<file path="src/rtl/tdm_demux4.sv">
// tdm_demux4: receive side of a four-slot time-division multiplexed channel.
// It follows the frame marker through a HUNT/SYNC state machine. Each slot sample
// is collected into a shadow register. All four channel outputs are then
// published together when the frame completes.
// Optional feature: define TDM_DEMUX_PARITY_EN to add a fifth parity slot
// (bit 0 of that slot = XOR of every bit of the four channel samples).
module tdm_demux4 #(
    parameter int WIDTH = 1
) (
    input  logic             clk,
    input  logic             rst,
    input  logic             en,
    input  logic [WIDTH-1:0] din,
    input  logic             frame,
    output logic [WIDTH-1:0] y0,
    output logic [WIDTH-1:0] y1,
    output logic [WIDTH-1:0] y2,
    output logic [WIDTH-1:0] y3,
    output logic [1:0]       slot,
    output logic             frame_valid,
    output logic             sync_err,
    output logic             par_err
);

`ifdef TDM_DEMUX_PARITY_EN
    localparam int SW = 3;
`else
    localparam int SW = 2;
`endif
    // Index of the final slot of a frame: the parity slot when it exists.
    localparam logic [SW-1:0] LAST_SLOT = (SW == 3) ? SW'(4) : SW'(3);

    typedef enum logic {
        HUNT = 1'b0,
        SYNC = 1'b1
    } state_t;

    state_t          state_q, state_d;
    logic [SW-1:0]   slot_q, slot_d;
    logic [WIDTH-1:0] sh0, sh1, sh2;
`ifdef TDM_DEMUX_PARITY_EN
    logic [WIDTH-1:0] sh3;
    logic             parity_ok;
`endif

    // Decoded per-sample actions.
    logic load_sh0;     // marker sample: start of a (possibly re-aligned) frame
    logic load_mid;     // interior slot sample into sh[slot]
    logic last_sample;  // final slot of an aligned frame
    logic update_y;
    logic frame_valid_d;
    logic sync_err_d;
    logic par_err_d;

    // State register: alignment state and slot counter.
    always_ff @(posedge clk) begin
        if (rst) begin
            state_q <= HUNT;
            slot_q  <= '0;
        end else begin
            // NOTE: state registers use non-blocking assignments so every flop
            // samples pre-edge values, independent of statement order.
            state_q <= state_d;
            slot_q  <= slot_d;
        end
    end

    // Next-state logic: frame alignment and slot advance.
    always_comb begin
        // NOTE: defaults first so every path assigns both outputs; no latches.
        state_d = state_q;
        slot_d  = slot_q;
        if (en) begin
            unique case (state_q)
                HUNT: begin
                    if (frame) begin
                        state_d = SYNC;
                        slot_d  = SW'(1);
                    end
                end
                SYNC: begin
                    if (frame) begin
                        // Normal start or premature marker: both re-align here.
                        slot_d = SW'(1);
                    end else if (slot_q == '0) begin
                        // Marker missing where a frame must start: lose lock.
                        state_d = HUNT;
                        slot_d  = '0;
                    end else if (slot_q == LAST_SLOT) begin
                        slot_d = '0;
                    end else begin
                        slot_d = slot_q + SW'(1);
                    end
                end
                default: begin
                    state_d = HUNT;
                    slot_d  = '0;
                end
            endcase
        end
    end

    // Output decode: capture strobes and next values of the pulse outputs.
    always_comb begin
        load_sh0    = en && frame;
        load_mid    = en && (state_q == SYNC) && !frame &&
                      (slot_q != '0) && (slot_q != LAST_SLOT);
        last_sample = en && (state_q == SYNC) && !frame && (slot_q == LAST_SLOT);
        sync_err_d  = en && (state_q == SYNC) &&
                      (frame ? (slot_q != '0) : (slot_q == '0));
`ifdef TDM_DEMUX_PARITY_EN
        parity_ok     = (din[0] == ^{sh0, sh1, sh2, sh3});
        update_y      = last_sample && parity_ok;
        par_err_d     = last_sample && !parity_ok;
`else
        update_y      = last_sample;
        par_err_d     = 1'b0;
`endif
        frame_valid_d = update_y;
    end

    // Datapath: shadow capture, frame publish and registered pulses.
    always_ff @(posedge clk) begin
        if (rst) begin
            // NOTE: shadows are reset too, so a frame cut short by reset
            // leaves no stale sample behind.
            sh0         <= '0;
            sh1         <= '0;
            sh2         <= '0;
`ifdef TDM_DEMUX_PARITY_EN
            sh3         <= '0;
`endif
            y0          <= '0;
            y1          <= '0;
            y2          <= '0;
            y3          <= '0;
            frame_valid <= 1'b0;
            sync_err    <= 1'b0;
        end else begin
            frame_valid <= frame_valid_d;
            sync_err    <= sync_err_d;
            if (load_sh0) begin
                sh0 <= din;
            end
            if (load_mid) begin
                case (slot_q)
                    SW'(1): sh1 <= din;
                    SW'(2): sh2 <= din;
`ifdef TDM_DEMUX_PARITY_EN
                    SW'(3): sh3 <= din;
`endif
                    default: ;
                endcase
            end
            if (update_y) begin
                y0 <= sh0;
                y1 <= sh1;
                y2 <= sh2;
`ifdef TDM_DEMUX_PARITY_EN
                y3 <= sh3;
`else
                y3 <= din;
`endif
            end
        end
    end

`ifdef TDM_DEMUX_PARITY_EN
    // Registered parity-error pulse.
    always_ff @(posedge clk) begin
        if (rst) begin
            par_err <= 1'b0;
        end else begin
            par_err <= par_err_d;
        end
    end
`else
    assign par_err = par_err_d;
`endif

    // In the parity build the internal slot 4 reads 4[1:0] = 0 on the port.
    assign slot = slot_q[1:0];

endmodule

</file>
<file path="config.mk">
export PLATFORM = sky130hd
export DESIGN_NAME = tdm_demux4
export DESIGN_NICKNAME = d
export VERILOG_FILES = /design/src/rtl/tdm_demux4.sv
export SDC_FILE = /design/constraint.sdc
export NUM_CORES = 1
export LEC_CHECK = 0
export CORE_AREA = 2 2 39 41
export DETAILED_ROUTE_END_ITERATION = 12
export DIE_AREA = 0 0 41 43
export GPL_TIMING_DRIVEN = 0
export PLACE_DENSITY_LB_ADDON = 0.1
export SLEW_MARGIN = 10
export SYNTH_ARGS = -nofsm -noshare
export SYNTH_HDL_FRONTEND = slang
export SYNTH_SLANG_ARGS = --single-unit
</file>
<file path="constraint.sdc">
create_clock -name clk -period 2.05 [get_ports clk]
set_input_delay 0.615 -clock clk [delete_from_list [all_inputs] [get_ports clk]]
set_output_delay 0.615 -clock clk [all_outputs]
set_load 0.03 [all_outputs]
</file>
==> run metrics, run 1 <==
pwr dens 615 nW/µm²; fin area 706 µm²; Synth area leaders dfxtp_1, ha_1, nand3b_1; number of global-route vias before repair 362; Ports 14; Max-Cap Viols 0; top-area cell type share of the netlist area 43.4%; CP Class flip-flop to output pin; Fillers 148; Synth warnings 0; DP HPWL 689 µm; clk_lat worst skew 0.27 ns; Die Area 1760 µm²; Fmax 0.503 GHz; Root Driver clkbuf_4; unrepaired setup endpoints after global routing false; final setup fails 0; placer congestion estimate 0.656; DR vias 438; first-pass GRT wire length 1520 µm; CTS tree built; Vias/cell 4.98; synth unique cells 21; Worst Setup Slack, final 0.0614 ns; Hold Vio Cnt, Final 0; Clk pwr share 32.5%; Setup crit end kind output pin; core area 1380 µm²; pin count of the biggest net entering global routing 11; DRT iter0 DRCs 9; crit-path cells clkdlybuf4s50_1; Pleak 0.294 nW; Psw 106 µW; FF+latch count, synth 12; Hold Path Depth 2; TNS Setup 0 ns; Max Root-Sink Buffers 2; Gate Count Post-Synth 58; H-tree depth 1; crit path DAT 1.37 ns; mapped cell area 553 µm²; initial antenna violation count 0; cells on worst reg2reg path 4; status finished clean; GRT Total Usage 13.2%; cell count along the critical path 1; number of diodes 0; sequential share of power 55.9%; dpl cell area 683 µm²; IO Port Bufs 11; worst-path maximum fanout 5; syn_area_per_cell 9.54 µm²; worst min-delay path class flip-flop to flip-flop; Max rail drop VDD 286 µV; Clock transition at path regs 0.07 ns; Sw Share 24.4%; DRC 0; skew final 0.00497 ns; starting density of the core 40.0%; Hold-fix buffers, CTS 0; register area share after synthesis 43.4%; logic gate share of total power 11.6%; WL/cell 11.3 µm; DP Worst Slack 0.174 ns; final net count 85; First-pass DRT Iterations 4; Std-Cell Rows 14; total chip power 434 µW; slowest CP cell clkdlybuf4s50_1; Routed WL 991 µm; CP Data Required Time 1.43 ns; area leader, netlist dfxtp_1; Slew Limit Fails 0; gr ovfl total 0; die outline height 43 µm; post-synthesis net count 69; biggest cell delay along the critical path 0.70 ns; crit start category flip-flop; fraction of layout cells with a size suffix above 1 8.33%; remaining antenna violation count 0; Buf+Inv Stages, Crit Path 1; Die X-Extent 41 µm; post-route clock period utilization 97.0%; Pint 328 µW; TritonCTS Buffers 3; Synth-to-Final Area Change 27.6%; CTS Sinks 12; CP top delay family buffers and inverters; postcts setup bufs 0; min Tclk post-route 1.99 ns; Post-CTS Resized 0
-- Yosys cell counts --
cell type,instances
nand2b_1,3
a2bb2oi_1,1
nand3_1,4
o21ai_1,3
buf_4,2
a21oi_1,3
nand3b_1,3
inv_1,3
mux2i_1,2
a311oi_1,1
conb_1,1
dfxtp_1,12
nand4b_2,1
o21a_1,1
ha_1,6
clkbuf_1,1
nor3_1,1
and3b_1,1
nand2_1,4
o32ai_1,1
nor2_1,4
-- path summary, 6_finish.rpt --
path / from / end / slack (ns)
min: y0 / y0 / 0.46
max reg2reg: slot[0] / state_q / 0.81
max: slot[1] / slot[1] / 0.06
min reg2reg: y0 / y0 / 0.46
-- metrics by stage --
stage | hold slack, ns | std cells | utilization [%]
after detailed placement | 0.450 | 85 | 49.4
after global placement | 0.446 | 85 | 49.4
after floorplan | 0.437 | 58 | -
after CTS | 0.460 | 88 | 51.0
final | 0.457 | 88 | 51.0
after global routing | 0.494 | 88 | 51.0
-- cells by family (layout without fill, tap and decap cells) --
logic type,Yosys count,in the layout,share of synthesized area (%)
AND/OR/NAND/NOR,21,21,21.7
flip-flops,12,12,43.4
AO/OA/AOI/OAI,10,10,11.5
adder cells (fa/ha/maj),6,6,13.6
buffers and inverters,6,20,5.43
multiplexers,2,2,3.62
other,1,1,0.678
-- flip-flops by register name (all words and copies together), names as in the netlist --
name and cells:
frame_valid 1, sh0 1, sh1 1, sh2 1, slot 2, state_q 1
sync_err 1, y0 1, y1 1, y2 1, y3 1
-- metal layers --
metal	vias up	share of wire, %	GRT usage, %
li1	228	-	-
met1	195	50	18.0
met5	-	0	0
met2	13	42	16.3
met3	2	6.6	4.71
met4	0	1.4	10.0
-- area by class of cell --
cell class              instances  area [µm²]  area share (%)
multi-input cells              40         283            40.1
flip-flops and latches         12         240            34.0
repair buffers                 11         110            15.6
clock buffers                   3        22.5            3.19
well taps                      16        20.0            2.84
plain buffers                   3        18.8            2.66
inverters                       3        11.3            1.60
-- placed cells by master, fill, tap and decap left out --
cell | netlist | final
a21oi_1 | 3 | 3
a2bb2oi_1 | 1 | 1
a311oi_1 | 1 | 1
and3b_1 | 1 | 1
buf_4 | 2 | 2
clkbuf_1 | 1 | 1
clkbuf_4 | 0 | 3
clkdlybuf4s50_1 | 0 | 11
conb_1 | 1 | 1
dfxtp_1 | 12 | 12
ha_1 | 6 | 6
inv_1 | 3 | 3
mux2i_1 | 2 | 2
nand2_1 | 4 | 4
nand2b_1 | 3 | 3
nand3_1 | 4 | 4
nand3b_1 | 3 | 3
nand4b_2 | 1 | 1
nor2_1 | 4 | 4
nor3_1 | 1 | 1
o21a_1 | 1 | 1
o21ai_1 | 3 | 3
o32ai_1 | 1 | 1
-- power by group through the flow --
stage	Combinational, mW	Clock, mW	Sequential, mW
2_1_floorplan	0.0285	0	0.252
3_3_place_gp	0.0500	0	0.248
5_1_grt	0.0543	0.159	0.244
4_1_cts	0.0506	0.144	0.243
6_report	0.0503	0.141	0.243
3_5_place_dp	0.0503	0	0.248
No activity file was read; power rests on OpenSTA's default activity.
==> run 2: changes to the inputs <==
SKIP_LAST_GASP = 1   (was not set)
==> results of run 2 <==
Final layout, timing and power as in run 1 (identical DEF).
